## src/rtl/muldiv_pkg.sv

```systemverilog
// Shared types and constants for the multi-cycle signed MULT/DIV sequencer.
package muldiv_pkg;

  localparam int MULDIV_W = 32;

  typedef enum logic [2:0] {IDLE, PREP, RUN, FIX, DONE} muldiv_state_t;

  typedef enum logic {OP_MULT, OP_DIV} muldiv_op_t;

endpackage

```

## src/rtl/neg_cond.sv

```systemverilog
// Conditional two's-complement negation: out = neg ? -in : in.
module neg_cond #(
  parameter int W = 32
) (
  input  logic         neg_i,
  input  logic [W-1:0] in_i,
  output logic [W-1:0] out_o
);

  assign out_o = neg_i ? -in_i : in_i;

endmodule

```

## src/rtl/muldiv_seq.sv

```systemverilog
// Signed MULT/DIV sequencer owning HI/LO: shift-add multiply and restoring
// divide on magnitudes, one iteration per cycle, signs applied in FIX.
module muldiv_seq
  import muldiv_pkg::*;
#(
  parameter int WIDTH = MULDIV_W
) (
  input  logic             Clk,
  input  logic             Reset,
  input  logic             Start,
  input  logic             Op,
  input  logic [WIDTH-1:0] A,
  input  logic [WIDTH-1:0] B,
  output logic             Busy,
  output logic             Done,
  output logic             DivZero,
  output logic [WIDTH-1:0] Hi,
  output logic [WIDTH-1:0] Lo
);

  localparam int CNT_W = $clog2(WIDTH);

  muldiv_state_t    state_q, state_d;
  muldiv_op_t       op_q, op_d;
  logic             signA_q, signA_d;
  logic             signB_q, signB_d;
  logic [WIDTH:0]   magA_q, magA_d;
  logic [WIDTH:0]   magB_q, magB_d;
  logic [WIDTH-1:0] work_hi_q, work_hi_d;
  logic [WIDTH-1:0] work_lo_q, work_lo_d;
  logic [WIDTH:0]   m_q, m_d;
  logic [CNT_W-1:0] cnt_q, cnt_d;
  logic             divZero_q, divZero_d;
  logic [WIDTH-1:0] hiOut_q, hiOut_d;
  logic [WIDTH-1:0] loOut_q, loOut_d;

  logic [WIDTH:0]     absA, absB;
  logic [2*WIDTH-1:0] prodFix;
  logic [WIDTH-1:0]   quotFix, remFix;

  // Magnitudes are WIDTH+1 bits so the most negative operand stays exact.
  neg_cond #(.W(WIDTH + 1)) u_absA (
    .neg_i(A[WIDTH-1]), .in_i({A[WIDTH-1], A}), .out_o(absA)
  );
  neg_cond #(.W(WIDTH + 1)) u_absB (
    .neg_i(B[WIDTH-1]), .in_i({B[WIDTH-1], B}), .out_o(absB)
  );
  neg_cond #(.W(2 * WIDTH)) u_prod (
    .neg_i(signA_q ^ signB_q), .in_i({work_hi_q, work_lo_q}), .out_o(prodFix)
  );
  neg_cond #(.W(WIDTH)) u_quot (
    .neg_i(signA_q ^ signB_q), .in_i(work_lo_q), .out_o(quotFix)
  );
  neg_cond #(.W(WIDTH)) u_rem (
    .neg_i(signA_q), .in_i(work_hi_q), .out_o(remFix)
  );

  logic [WIDTH:0]   addend, mulSum, divShift;
  logic [WIDTH-1:0] divDiff;
  logic             divFits;

  // The RUN adder keeps its carry, which re-enters the product on the shift.
  assign addend   = work_lo_q[0] ? m_q : '0;
  assign mulSum   = {1'b0, work_hi_q} + addend;
  assign divShift = {work_hi_q, work_lo_q[WIDTH-1]};
  assign divFits  = (divShift >= m_q);
  assign divDiff  = divShift[WIDTH-1:0] - m_q[WIDTH-1:0];

  always_comb begin
    state_d   = state_q;
    op_d      = op_q;
    signA_d   = signA_q;
    signB_d   = signB_q;
    magA_d    = magA_q;
    magB_d    = magB_q;
    work_hi_d = work_hi_q;
    work_lo_d = work_lo_q;
    m_d       = m_q;
    cnt_d     = cnt_q;
    divZero_d = divZero_q;
    hiOut_d   = hiOut_q;
    loOut_d   = loOut_q;
    case (state_q)
      IDLE: begin
        if (Start) begin
          op_d      = muldiv_op_t'(Op);
          signA_d   = A[WIDTH-1];
          signB_d   = B[WIDTH-1];
          magA_d    = absA;
          magB_d    = absB;
          divZero_d = 1'b0;
          state_d   = PREP;
        end
      end
      PREP: begin
        cnt_d     = '0;
        work_hi_d = '0;
        state_d   = RUN;
        if (op_q == OP_MULT) begin
          work_lo_d = magB_q[WIDTH-1:0];
          m_d       = magA_q;
        end else begin
          work_lo_d = magA_q[WIDTH-1:0];
          m_d       = magB_q;
          if (magB_q == '0) begin
            divZero_d = 1'b1;
            state_d   = DONE;
          end
        end
      end
      RUN: begin
        if (op_q == OP_MULT) begin
          work_hi_d = mulSum[WIDTH:1];
          work_lo_d = {mulSum[0], work_lo_q[WIDTH-1:1]};
        end else begin
          work_hi_d = divFits ? divDiff : divShift[WIDTH-1:0];
          work_lo_d = {work_lo_q[WIDTH-2:0], divFits};
        end
        cnt_d = cnt_q + CNT_W'(1);
        if (cnt_q == CNT_W'(WIDTH - 1)) state_d = FIX;
      end
      FIX: begin
        if (op_q == OP_MULT) begin
          {hiOut_d, loOut_d} = prodFix;
        end else begin
          hiOut_d = remFix;
          loOut_d = quotFix;
        end
        state_d = DONE;
      end
      DONE:    state_d = IDLE;
      default: state_d = IDLE;
    endcase
  end

  always_ff @(posedge Clk or posedge Reset) begin
    if (Reset) begin
      state_q   <= IDLE;
      op_q      <= OP_MULT;
      signA_q   <= 1'b0;
      signB_q   <= 1'b0;
      magA_q    <= '0;
      magB_q    <= '0;
      work_hi_q <= '0;
      work_lo_q <= '0;
      m_q       <= '0;
      cnt_q     <= '0;
      divZero_q <= 1'b0;
      hiOut_q   <= '0;
      loOut_q   <= '0;
    end else begin
      state_q   <= state_d;
      op_q      <= op_d;
      signA_q   <= signA_d;
      signB_q   <= signB_d;
      magA_q    <= magA_d;
      magB_q    <= magB_d;
      work_hi_q <= work_hi_d;
      work_lo_q <= work_lo_d;
      m_q       <= m_d;
      cnt_q     <= cnt_d;
      divZero_q <= divZero_d;
      hiOut_q   <= hiOut_d;
      loOut_q   <= loOut_d;
    end
  end

  assign Busy    = (state_q != IDLE);
  assign Done    = (state_q == DONE);
  assign DivZero = divZero_q;
  assign Hi      = hiOut_q;
  assign Lo      = loOut_q;

endmodule
```

## config.mk

```make
export PLATFORM = sky130hd
export DESIGN_NAME = muldiv_seq
export DESIGN_NICKNAME = d
export VERILOG_FILES = /design/src/rtl/muldiv_pkg.sv /design/src/rtl/neg_cond.sv /design/src/rtl/muldiv_seq.sv
export SDC_FILE = /design/constraint.sdc
export NUM_CORES = 1
export LEC_CHECK = 0
export BUFFER_PORTS_ARGS = -buffer_cell sky130_fd_sc_hd__buf_2
export CAP_MARGIN = 20
export CORE_ASPECT_RATIO = 0.8
export CORE_MARGIN = 4
export CORE_UTILIZATION = 57
export DETAILED_ROUTE_END_ITERATION = 8
export HOLD_SLACK_MARGIN = 0.02
export PLACE_DENSITY_LB_ADDON = 0.12
export SYNTH_ARGS = -nofsm -noshare
export SYNTH_HDL_FRONTEND = slang
export SYNTH_SLANG_ARGS = --single-unit
```

## constraint.sdc

```tcl
create_clock -name Clk -period 10.49 [get_ports Clk]
set_input_delay 1.049 -clock Clk [delete_from_list [all_inputs] [get_ports Clk]]
set_output_delay 1.049 -clock Clk [all_outputs]
set_load 0.005 [all_outputs]
```

# == After elaboration in Yosys (flattened, before gate mapping) ==
# Cells that the tools add are included.
# W data, S select, Z words.
# op_classes
addsub,8
n_mul,0
n_div,0
magnitude_cmp,1
eq_ne,9
n_shift,0
mux,25
bitwise,1
reduce_logical,8
# ops
op,count
$mux W32,8
$mux W33,4
$pmux W32 S2,2
$neg A33 Y33,2
$mux W64,1
$neg A32 Y32,2
$neg A64 Y64,1
$add A32 B33 Y33,1
$ge A33 B33 Y1,1
$logic_not A33 Y1,1
$sub A32 B32 Y32,1
$mux W3,4
$pmux W3 S4,1
$pmux W5 S2,1
$ne A2 B2 Y1 const B,4
$eq A3 B2 Y1 const B,2
$add A5 B1 Y5 const B,1
$eq A5 B5 Y1 const B,1
$reduce_and A2 Y1,2
$reduce_and A4 Y1,1
$reduce_bool A2 Y1,2
$eq A3 B1 Y1 const B,1
$eq A3 B3 Y1 const B,1
$logic_not A3 Y1,1
4 further kinds,6
# totals
register_bits,239
latch_bits,0
mem_bits_rw,0
rom_bits,0
inputBits,68
out_inout_bits,67
wordCells,65
n_memories,0

# == Logic depth before layout (Yosys ltp) ==
# Gate-level depths: netlist (run 1).
# depth
word_depth,4
depth_mapped,15
depth_no_buf,13

# == Modules after synthesis ==
# From an unflattened synthesis (run 1), not the netlist that was laid out.
# hier_totals
hier_cells,2149
hier_area_um2,19361.1
# by_module_without_submodules
module,n_inst,cells_each,area_each_um2,seq_area_each_um2
muldiv_seq,1,1525,14746.6,5980.7
neg_cond at u_absA ...,2,105,813.3,0.0
neg_cond at u_quot ...,2,108,767.0,0.0
neg_cond at u_prod,1,198,1453.9,0.0

# == Least setup slack after synthesis (run 1) ==
# OpenSTA, ideal clock, no wires.
# synth_timing
path_kind,in2reg
from,in A[9]
to,reg magA_q[29]
setup_time_ns,0.129
arrival_time_ns,3.410
required_time_ns,10.361
slack_ns,6.951
stages,9
n_path_buf,0
cell_sequence,or4_1 > nor3_1 > nand3_1 > or4_1 > or2_2 > or3_1 > nand2_1 > xor2_1 > o21ai_1
# synth_between
elab_chain_cells,2
# synth_rtl
item,line_no,text
"start, declared",muldiv_seq.sv:12,"input logic [WIDTH-1:0] A,"
$neg A33 Y33,neg_cond.sv:10,assign out_o = neg_i ? -in_i : in_i;
$mux W33,neg_cond.sv:10,
"end signal, assigned",muldiv_seq.sv:156,magA_q <= magA_d;
"end, declared",muldiv_seq.sv:27,"logic [WIDTH:0] magA_q, magA_d;"
# Every way passes these cells.
# A chain may end at the register's enable or synchronous reset.

# == Final worst setup path (run 1) ==
# layout_timing
from,reg work_hi_q[0]
to,reg work_hi_q[14]
# layout_between
elab_chain_cells,4
word_cells_on_any_way,6
classes_between,2 x add/sub; 1 x order compare; 3 x mux
# layout_rtl
item,line_no,text
"start, declared",muldiv_seq.sv:29,"logic [WIDTH-1:0] work_hi_q, work_hi_d;"
"start signal, assigned",muldiv_seq.sv:158,work_hi_q <= work_hi_d;
$sub A32 B32 Y32 / $ge A33 B33 Y1 (equally long branches),"muldiv_seq.sv:67, muldiv_seq.sv:66",
$mux W32,muldiv_seq.sv:116,work_hi_d = divFits ? divDiff : divShift[WIDTH-1:0];
$mux W32 (*),muldiv_seq.sv:112,if (op_q == OP_MULT) begin
$pmux W32 S2 (*),muldiv_seq.sv:83,case (state_q)
# Mark *: on every way between the ends. The rest lies on a longest branch, timed or not.

==> results.json, run 1 <==
{
  "rr_startpoint": "work_hi_q[0]$_DFFE_PP0P_",
  "cp.arrival_ns": 4.57,
  "worstSetupPathType": "reg2reg",
  "r2r-end": "work_hi_q[14]$_DFFE_PP0P_",
  "htreeDepth": 1,
  "drv_slew": 0,
  "via_per_inst": 6.20,
  "path_delay_family": "compound AO/OA/AOI/OAI gates",
  "cts_setup_buffers": 0,
  "cts_tree": "done",
  "cts.clk_slew.worst_paths_ns": 0.06,
  "use_met3_pct": 6.57,
  "grt_util_met2_pct": 44.2,
  "grt_antenna_before_repair": 1,
  "status": "finished clean",
  "finalSetupTns_ns": 0,
  "worstRegToRegCells": 11,
  "nets": 2171,
  "grt_max_degree": 129,
  "io_buffers": 134,
  "clock_latency_ns": 0.54,
  "vdd_drop_max_mv": 0.169,
  "placed_cell_area_um2": 17500,
  "yosys-top-cells-count": "295 x nand2_1, 253 x o21ai_0, 239 x dfrtp_1",
  "seq_area_um2": 5980,
  "core_area_um2": 28600,
  "hold_class": "reg2reg",
  "grt.total_usage_pct": 30.0,
  "gp_congestion": 1.00,
  "holdPathStages": 2,
  "power.density_nw_per_um2": 356,
  "start_util_pct": 58.4,
  "ys_ff_latch": 239,
  "grt_pass1_wl_um": 77600,
  "dr.first_iter.drc_count": 1381,
  "p_int_uw": 3400,
  "synth-main-ff-cell": "dfrtp_1",
  "cpMaxStageDelayCell": "dfrtp_1",
  "critPathLaunchType": "flop",
  "synth_top_area_share_pct": 35.8,
  "cts_buffers": 26,
  "num_vias": 15007,
  "yosysWarningCount": 0,
  "hold_path_end": "Hi[11]$_DFFE_PP0P_",
  "synthTopCellsByArea": "dfrtp_1 36%, o21ai_0 7.6%, mux2i_1 7.0%",
  "cp_common_cell": "o21ai_0",
  "busiest_layer": "met1",
  "die_h_um": 161,
  "die_w_um": 200,
  "p_seq_share_pct": 28.1,
  "rows": 55,
  "die_area_um2": 32200,
  "synth.distinct_cells": 76,
  "finalSetupViolCount": 0,
  "ios": 135,
  "clockBufferDepth": 3,
  "drive_above_1_share_pct": 11.0,
  "finish.instance_area_um2": 18400,
  "syn_nets": 2112,
  "cts_resized": 0,
  "detail_route.first_pass.iterations": 5,
  "p_leak_uw": 0.00858,
  "required_ns": 10.89,
  "fmax_ghz": 0.239,
  "netlist_instances": 1971,
  "wire_per_inst_um": 20.4,
  "fin_crit_sh_pct": 39.8,
  "power_frac_clock_pct": 14.1,
  "fillCellCount": 2497,
  "holdCritStartpoint": "Hi[11]$_DFFE_PP0P_",
  "fin_skew_ns": 0.0104,
  "syn_area_per_cell_um2": 8.49,
  "grt_pass1_vias": 14130,
  "drc": 0,
  "slowest_delay_ns": 0.54,
  "grtUsageMet1_pct": 44.7,
  "area_growth_syn_to_layout_pct": 10.3,
  "ctsHoldBuffers": 0,
  "dp_hpwl_um": 36400,
  "drv_cap": 0,
  "crit_buf_inv": 1,
  "numClockSinks": 239,
  "wl_um": 49300,
  "combinationalPowerShare_pct": 57.8,
  "power_switching_uw": 3170,
  "async_reset_ff_share_pct": 100,
  "critPathMaxFanout": 29,
  "synth_top_cell_by_area": "dfrtp_1",
  "min_period_ns": 4.18,
  "swShare_pct": 48.3,
  "synth_edf_count": 0,
  "postRouteAntennaNets": 0,
  "multi_input_area_um2": 10100,
  "synth_area_um2": 16700,
  "grt_overflow_total": 0,
  "slew_headroom_pct": 30.9,
  "worst_slew_pin_slew_ns": 1.04,
  "cts_root_buffer": "clkbuf_16",
  "end_kind": "flop",
  "critical_path.cell_chain": "ha_1 -> nor2b_1 -> o31a_1 -> o21ai_0 -> a31oi_1 -> a41oi_1 -> o21a_1 -> buf_4 -> mux2_2 -> a22oi_1 -> o21ai_0",
  "rsz0062_at_grt": "no",
  "yosysMostFrequentCell": "nand2_1",
  "synth-seq-area-share_pct": 35.8,
  "report.final.hold_viol_count": 0,
  "r2r_slack_ns": 6.31
}
-- layout make-up --
type	instances	share of cell area, %
antenna	1	0.0136
clock buffer	36	3.95
clock inverter	12	0.672
inverter	64	1.34
multi-input combinational	1549	54.6
sequential	239	32.4
tap	370	2.51
timing repair buffer	150	4.46
-- tightest hold or removal path: stages (launching register included) --
cell	delay, ns
dfrtp_1	0.33
nand2_1	0.05
o21ai_0	0.06
-- cells by family (layout without fill, tap and decap cells) --
family / count (synthesis) / count (layout) / share of synthesized area, %
other: 0 / 1 / 0
and+or+nand+nor: 603 / 603 / 16.6
muxes: 127 / 127 / 7.67
adders and majority gates: 73 / 73 / 5.55
buffers and inverters: 183 / 262 / 4.14
AOI/OAI and AO/OA: 574 / 574 / 21.2
xor gates and xnor gates: 172 / 172 / 9.01
DFF: 239 / 239 / 35.8
-- how the worst max path moves through the flow --
stage	from	endpoint	cells after the start
2_1_floorplan	Reset	DivZero$_DFFE_PP0P_	1
3_3_place_gp	work_lo_q[0]$_DFFE_PP0P_	work_hi_q[31]$_DFFE_PP0P_	12
3_5_place_dp	work_lo_q[0]$_DFFE_PP0P_	work_hi_q[31]$_DFFE_PP0P_	12
4_1_cts	work_lo_q[0]$_DFFE_PP0P_	work_hi_q[31]$_DFFE_PP0P_	12
5_1_grt	work_hi_q[0]$_DFFE_PP0P_	work_hi_q[5]$_DFFE_PP0P_	11
6_report	work_hi_q[0]$_DFFE_PP0P_	work_hi_q[14]$_DFFE_PP0P_	11
-- power groups by stage --
stage               Combinational [µW]  Clock [µW]  Sequential (µW)
CTS                               3730         946             1820
finish                            3800         927             1840
floorplan                         2870           0             1590
global route                      4200         983             1900
detailed placement                3720           0             1840
global placement                  3670           0             1820
-- sequential cells by signal (all words and copies together), names as in the netlist --
signal,count
magA_q,33
magB_q,33
signB_q,1
work_hi_q,32
Hi,32
Lo,32
op_q,1
cnt_q,5
work_lo_q,32
DivZero,1
signA_q,1
state_q,3
m_q,33
-- cell usage in the layout (no fill, tap or decap), types with 16 or more instances in the layout --
| cell type | netlist | routed |
|---|---|---|
| o21ai_0 | 253 | 253 |
| nor4_1 | 22 | 22 |
| or4_1 | 16 | 16 |
| a21oi_1 | 91 | 91 |
| o31ai_1 | 29 | 29 |
| a21o_1 | 43 | 43 |
| o221ai_1 | 33 | 33 |
| clkbuf_16 | 0 | 27 |
| nor3_1 | 28 | 28 |
| nor2_1 | 115 | 114 |
| nand3_1 | 19 | 19 |
| xor2_1 | 94 | 94 |
| nand2_1 | 295 | 294 |
| mux2i_1 | 117 | 117 |
| buf_2 | 5 | 134 |
| xnor2_1 | 78 | 78 |
| ha_1 | 71 | 71 |
| inv_1 | 64 | 63 |
| dfrtp_1 | 239 | 238 |
-- per-stage QoR --
stage | worst slack [ns] | hold slack, ns | total power, µW | util, % | std cells
2_1_floorplan | 2.88 | 0.449 | 4460 | - | 1971
3_3_place_gp | 6.28 | 0.456 | 5500 | 61.2 | 2368
3_5_place_dp | 6.15 | 0.465 | 5560 | 61.3 | 2369
4_1_cts | 6.10 | 0.478 | 6500 | 64.2 | 2417
5_1_grt | 5.96 | 0.496 | 7080 | 64.4 | 2420
6_report | 6.31 | 0.470 | 6570 | 64.4 | 2421
-- layer usage --
layer  up-vias  share of wire (%)
met1      7181                 46
li1       7181                  -
met3       104                8.2
met4         0                2.9
met5         -                  0
met2       541                 42
No activity file was read; power rests on OpenSTA's default activity.
==> inputs of run 2 (changes only) <==
Settings changed: ABC_AREA set to 1.
Clock period 10.49 ns to 4.15 ns, I/O delays scaled along.
==> run 2 against run 1 <==
  * Core utilization shrank 1.1 points
  * Clock power grew to 2.7 times the previous value
  * Routed wire length grew 56%
  * Die area grew 19%
  * Synthesized cell count grew 64%
  * Largest cell class unchanged
==> results.json, run 2 <==
{
  "cts_tree": "done",
  "nets": 3454,
  "p_leak_uw": 0.0119,
  "p_seq_share_pct": 23.0,
  "end_kind": "flop",
  "cts_root_buffer": "clkbuf_16",
  "die_h_um": 176,
  "grt_overflow_total": 0,
  "yosysMostFrequentCell": "nand2_1",
  "synth_area_um2": 20000,
  "synth_edf_count": 0,
  "detail_route.first_pass.iterations": 7,
  "swShare_pct": 55.9,
  "power.density_nw_per_um2": 893,
  "die_area_um2": 38200,
  "synth-main-ff-cell": "dfrtp_1",
  "wire_per_inst_um": 20.2,
  "io_buffers": 134,
  "die_w_um": 217,
  "min_period_ns": 3.60,
  "ios": 135,
  "critPathLaunchType": "flop",
  "gp_congestion": 1.08,
  "hold_ws_ns": 0.0418,
  "slowest_delay_ns": 0.81,
  "report.final.hold_viol_count": 0,
  "dr.first_iter.drc_count": 3203,
  "synth_top_cell_by_area": "dfrtp_1",
  "drc": 0,
  "start_util_pct": 57.6,
  "grt_max_degree": 159,
  "core_area_um2": 34700,
  "yosys-top-cells-count": "1171 x nand2_1, 458 x inv_1, 260 x nor2_1",
  "required_ns": 4.62,
  "reg_top3": "m_q (33), magA_q (33), magB_q (33)",
  "grt_pass1_wl_um": 118000,
  "synth.distinct_cells": 50,
  "num_vias": 22368,
  "worstSetupPathType": "reg2reg",
  "power_switching_uw": 11000,
  "worst_slew_pin_slew_ns": 1.07,
  "htreeDepth": 1,
  "status": "finished clean",
  "drv_cap": 0,
  "async_reset_ff_share_pct": 100,
  "yosysWarningCount": 0,
  "grt_pass1_vias": 20625,
  "fin_skew_ns": 0.0172,
  "via_per_inst": 5.88,
  "syn_nets": 3376,
  "wl_um": 76900,
  "n_antenna_cell": 0,
  "combinationalPowerShare_pct": 64.3,
  "power_frac_clock_pct": 12.8,
  "finalSetupTns_ns": 0,
  "clockBufferDepth": 3,
  "netlist_instances": 3235,
  "postRouteAntennaNets": 0,
  "final_common_cell": "nand2_1",
  "critical_path.cell_chain": "ha_1 -> a21oi_1 -> nand2_1 -> nand2_1 -> nand2_1 -> nor2_1 -> nand2_1 -> nor2_1 -> buf_4 -> nand2_2 -> nor2_2 -> nand2_1 -> nand3_1 -> nand2_1",
  "cp.arrival_ns": 4.07,
  "ys_ff_latch": 239,
  "syn_area_per_cell_um2": 6.18,
  "cpMaxStageDelayCell": "nor2_2",
  "placed_cell_area_um2": 21100,
  "critPathMaxFanout": 21,
  "cts.clk_slew.worst_paths_ns": 0.06,
  "slew_headroom_pct": 28.6,
  "cts_setup_buffers": 0,
  "dp_hpwl_um": 60200,
  "fmax_ghz": 0.278,
  "vdd_drop_max_mv": 1.08,
  "p_int_uw": 8640,
  "cp_common_cell": "nand2_1",
  "rows": 61,
  "finalSetupViolCount": 0,
  "synth_top_area_share_pct": 29.9,
  "mostFrequentLayoutCells": "1171 x nand2_1, 456 x inv_1, 259 x nor2_1, 238 x dfrtp_1, 235 x nand3_1",
  "drive_above_1_share_pct": 7.57,
  "area_growth_syn_to_layout_pct": 9.86,
  "numClockSinks": 239,
  "synth-seq-area-share_pct": 29.9,
  "synthTopCellsByArea": "dfrtp_1 30%, nand2_1 22%, inv_1 8.6%",
  "hold_class": "in2reg",
  "grt.total_usage_pct": 39.5,
  "fin_crit_sh_pct": 86.8,
  "rsz0062_at_grt": "no",
  "clock_latency_ns": 0.58,
  "drv_slew": 0,
  "finish.instance_area_um2": 22000,
  "grt_antenna_before_repair": 0,
  "cts_buffers": 27
}
[run 2: cell types whose count changed in the layout (fill, tap and decap cells not counted), sizes merged, moves of 23 or more]
cell,delta
o31ai,-23
nand3b,+25
mux2i,-117
o221ai,-33
o21ai,-23
nor2,+154
xnor2,-48
nand3,+220
nand2,+881
nand4,+39
a21o,-41
o211ai,+48
inv,+402
[run 2: area by class of cell]
cell class	instances	area [µm²]
timing repair buffer	162	953
fill	3250	12800
inverter	466	1750
clock buffer	36	739
sequential	239	5980
multi-input combinational	2417	11800
clock inverter	9	148
tap	472	591
[run 2: worst max-delay path: cells and delay by family, from the launching register on]
kind / cells / cell delay, ns
AOI/OAI and AO/OA: 1 / 0.28
DFF: 1 / 0.60
buffers and inverters: 1 / 0.22
adders and majority gates: 1 / 0.41
and+or+nand+nor: 11 / 1.97
[run 2: routing by layer]
layer  global-route usage (%)  vias to the layer above  part of all wire (%)  wire length (µm)
li1                         -                    10381                     -                 -
met4                     15.3                        0                   5.0              3860
met2                     59.7                     1372                    42             32600
met3                     7.09                      237                    11              8420
met1                     56.4                    10378                    42             32000
met5                        0                        -                     0                 0
[run 2: what timing repair did]
item                      in CTS  in global routing
hold buffers                   1                  0
hold endpoints to repair      15                  0
resized for setup              0                  0
[run 2: power by group through the flow]
stage	clock network [µW]	logic, µW	registers [µW]
3_5_place_dp	0	12100	4460
3_3_place_gp	0	11900	4460
5_1_grt	2600	13800	4580
2_1_floorplan	0	8370	4050
6_report	2500	12600	4500
4_1_cts	2510	12200	4440
[run 2: path summary, 6_finish.rpt]
path / from / endpoint / slack, ns / depth (start not counted)
max: work_hi_q[27]$_DFFE_PP0P_ / work_hi_q[17]$_DFFE_PP0P_ / 0.55 / 14
min: Op / op_q$_DFFE_PP0P_ / 0.04 / 3
max reg2reg: work_hi_q[27]$_DFFE_PP0P_ / work_hi_q[17]$_DFFE_PP0P_ / 0.55 / 14
min reg2reg: Hi[12]$_DFFE_PP0P_ / Hi[12]$_DFFE_PP0P_ / 0.47 / 2
max in group asynchronous: Reset / Hi[5]$_DFFE_PP0P_ / 2.77 / 4
min in group asynchronous: Reset / magA_q[20]$_DFFE_PP0P_ / 0.40 / 3
[run 2: kinds of logic (layout without fill, tap and decap cells)]
logic type,count (synthesis),count (layout),share of synthesized area (%)
adder cells (fa/ha/maj),73,73,4.64
AND/OR/NAND/NOR,1841,1841,38.6
flip-flops,239,239,29.9
buffers and inverters,579,673,11.1
XOR/XNOR,103,103,4.51
AO/OA/AOI/OAI,400,400,11.2
[run 2: through the flow]
stage | total power, µW | util (%) | setup WS (ns) | std cells
after global routing | 21000 | 63.3 | 0.449 | 3801
after global placement | 16300 | 60.6 | 0.648 | 3754
final | 19600 | 63.3 | 0.549 | 3801
after CTS | 19100 | 63.3 | 0.637 | 3801
after detailed placement | 16600 | 60.7 | 0.655 | 3755
after floorplan | 12400 | - | 0.601 | 3235
==> inputs of run 3 (changes only) <==
Settings changed: PLACE_DENSITY set to 0.76, PLACE_DENSITY_LB_ADDON 0.12 to unset.
==> run 3 against run 2 <==
  * Register-to-register slack improved by 0.34 ns
  * Clock-buffer cell count rose by 2
  * Largest power group unchanged
  * Critical endpoint is now work_hi_q[19]$_DFFE_PP0P_
  * First-iteration DRC count fell by 5.1%
==> results.json, run 3 (synthesis gave the netlist of run 2 again) <==
{
  "dp_hpwl_um": 60400,
  "p_leak_uw": 0.0119,
  "fin_crit_sh_pct": 78.6,
  "ios": 135,
  "num_vias": 22192,
  "dr.first_iter.drc_count": 3040,
  "finalNonFillerCells": 3814,
  "cp.arrival_ns": 3.78,
  "die_h_um": 176,
  "rsz0062_at_grt": "no",
  "fillCellCount": 3249,
  "grt_pass1_vias": 20374,
  "end_kind": "flop",
  "clock_latency_ns": 0.58,
  "grt_overflow_total": 0,
  "io_buffers": 134,
  "min_period_ns": 3.26,
  "grt_pass1_wl_um": 118000,
  "cts_tree": "done",
  "cts_buffers": 27,
  "area_growth_syn_to_layout_pct": 10.3,
  "slew_headroom_pct": 33.3,
  "grt.total_usage_pct": 39.4,
  "fmax_ghz": 0.307,
  "wire_per_inst_um": 20.1,
  "grt_max_degree": 133,
  "grt_antenna_before_repair": 1,
  "postRouteAntennaNets": 0,
  "die_w_um": 217,
  "drv_cap": 0,
  "detail_route.first_pass.iterations": 8,
  "drv_slew": 0,
  "nets": 3462,
  "critPathLaunchType": "flop",
  "power.density_nw_per_um2": 887,
  "critPathMaxFanout": 18,
  "n_antenna_cell": 0,
  "rows": 61,
  "final_common_cell": "nand2_1",
  "required_ns": 4.67,
  "drc": 0,
  "start_util_pct": 57.6,
  "hold_class": "in2reg",
  "finalSetupViolCount": 0,
  "placed_cells": 3763,
  "report.final.hold_viol_count": 0,
  "htreeDepth": 1,
  "fin_skew_ns": 0.0164,
  "status": "finished clean",
  "worstSetupPathType": "reg2reg",
  "clockBufferDepth": 3,
  "vdd_drop_max_mv": 0.419,
  "drive_above_1_share_pct": 8.05,
  "cts_root_buffer": "clkbuf_16",
  "core_area_um2": 34700,
  "numClockSinks": 239,
  "finalSetupTns_ns": 0,
  "worst_slew_pin_slew_ns": 1.00,
  "cts_setup_buffers": 0,
  "reg_top3": "m_q (33), magA_q (33), magB_q (33)",
  "mostFrequentLayoutCells": "1171 x nand2_1, 456 x inv_1, 259 x nor2_1, 238 x dfrtp_1, 235 x nand3_1",
  "cts.clk_slew.worst_paths_ns": 0.08,
  "die_area_um2": 38200,
  "cts_resized": 0,
  "via_per_inst": 5.82,
  "wl_um": 76500,
  "gp_congestion": 1.09
}
==> run 3: area by class of cell <==
| cell class | instances | area, µm² | share of cell area, % |
|---|---|---|---|
| flip-flops and latches | 239 | 5980 | 27.1 |
| inverters | 466 | 1750 | 7.94 |
| well taps | 472 | 591 | 2.68 |
| repair buffers | 170 | 1000 | 4.54 |
| clock buffers | 38 | 807 | 3.66 |
| multi-input cells | 2417 | 11800 | 53.5 |
| clock inverters | 12 | 120 | 0.544 |
==> run 3: where the power goes <==
group | internal (µW) | switching [µW] | total, µW
Combinational | 3830 | 8700 | 12500
Sequential | 3370 | 1180 | 4550
Clock | 1430 | 1070 | 2500
Total | 8630 | 10900 | 19600
==> run 3: metal layers <==
| metal | vias up | share of wire [%] | global-route usage [%] | wire length, µm |
|---|---|---|---|---|
| li1 | 10398 | - | - | - |
| met2 | 1319 | 43 | 59.5 | 32700 |
| met1 | 10280 | 41 | 55.9 | 31400 |
| met5 | - | 0 | 0 | 0 |
| met3 | 195 | 11 | 7.82 | 8690 |
| met4 | 0 | 4.8 | 15.1 | 3660 |
==> run 3: critical path: stages (launching register included) <==
cell      delay [ns]
dfrtp_1         0.61
buf_16          0.28
buf_4           0.18
nand2_1         0.06
inv_1           0.04
ha_1            0.37
nand2_1         0.13
inv_1           0.10
nand2_1         0.14
nor3_1          0.43
nand3_1         0.17
nand3_1         0.13
nand2_1         0.06
nand3_1         0.07
nand2_1         0.16
nand3b_1        0.22
nand2_1         0.06
==> run 3: final timing paths <==
kind                                        endpoint  slack [ns]                      from  cells past startpoint
max in group asynchronous         Hi[23]$_DFFE_PP0P_        2.61                     Reset                      4
max                        work_hi_q[19]$_DFFE_PP0P_        0.89  work_lo_q[0]$_DFFE_PP0P_                     16
min                                 op_q$_DFFE_PP0P_        0.07                        Op                      3
min reg2reg                       Hi[29]$_DFFE_PP0P_        0.48        Hi[29]$_DFFE_PP0P_                      2
min in group asynchronous     magA_q[11]$_DFFE_PP0P_        0.42                     Reset                      3
max reg2reg                work_hi_q[19]$_DFFE_PP0P_        0.89  work_lo_q[0]$_DFFE_PP0P_                     16
==> run 3: what timing repair did <==
item                       4_1_cts  5_1_grt
hold buffers                     1        0
setup endpoints to repair        0        0
hold endpoints to repair        14        0
==> run 3: through the flow <==
step | cell area (µm²) | worst slack [ns] | hold slack (ns) | utilization [%] | power, µW
3_3_place_gp | 21100 | 0.698 | 0.443 | 60.8 | 16400
3_5_place_dp | 21100 | 0.994 | 0.443 | 60.8 | 16600
4_1_cts | 22100 | 0.976 | 0.0584 | 63.5 | 19100
2_1_floorplan | 20000 | 0.601 | 0.437 | - | 12400
6_report | 22100 | 0.889 | 0.0683 | 63.5 | 19600
5_1_grt | 22100 | 0.709 | 0.0889 | 63.5 | 21000
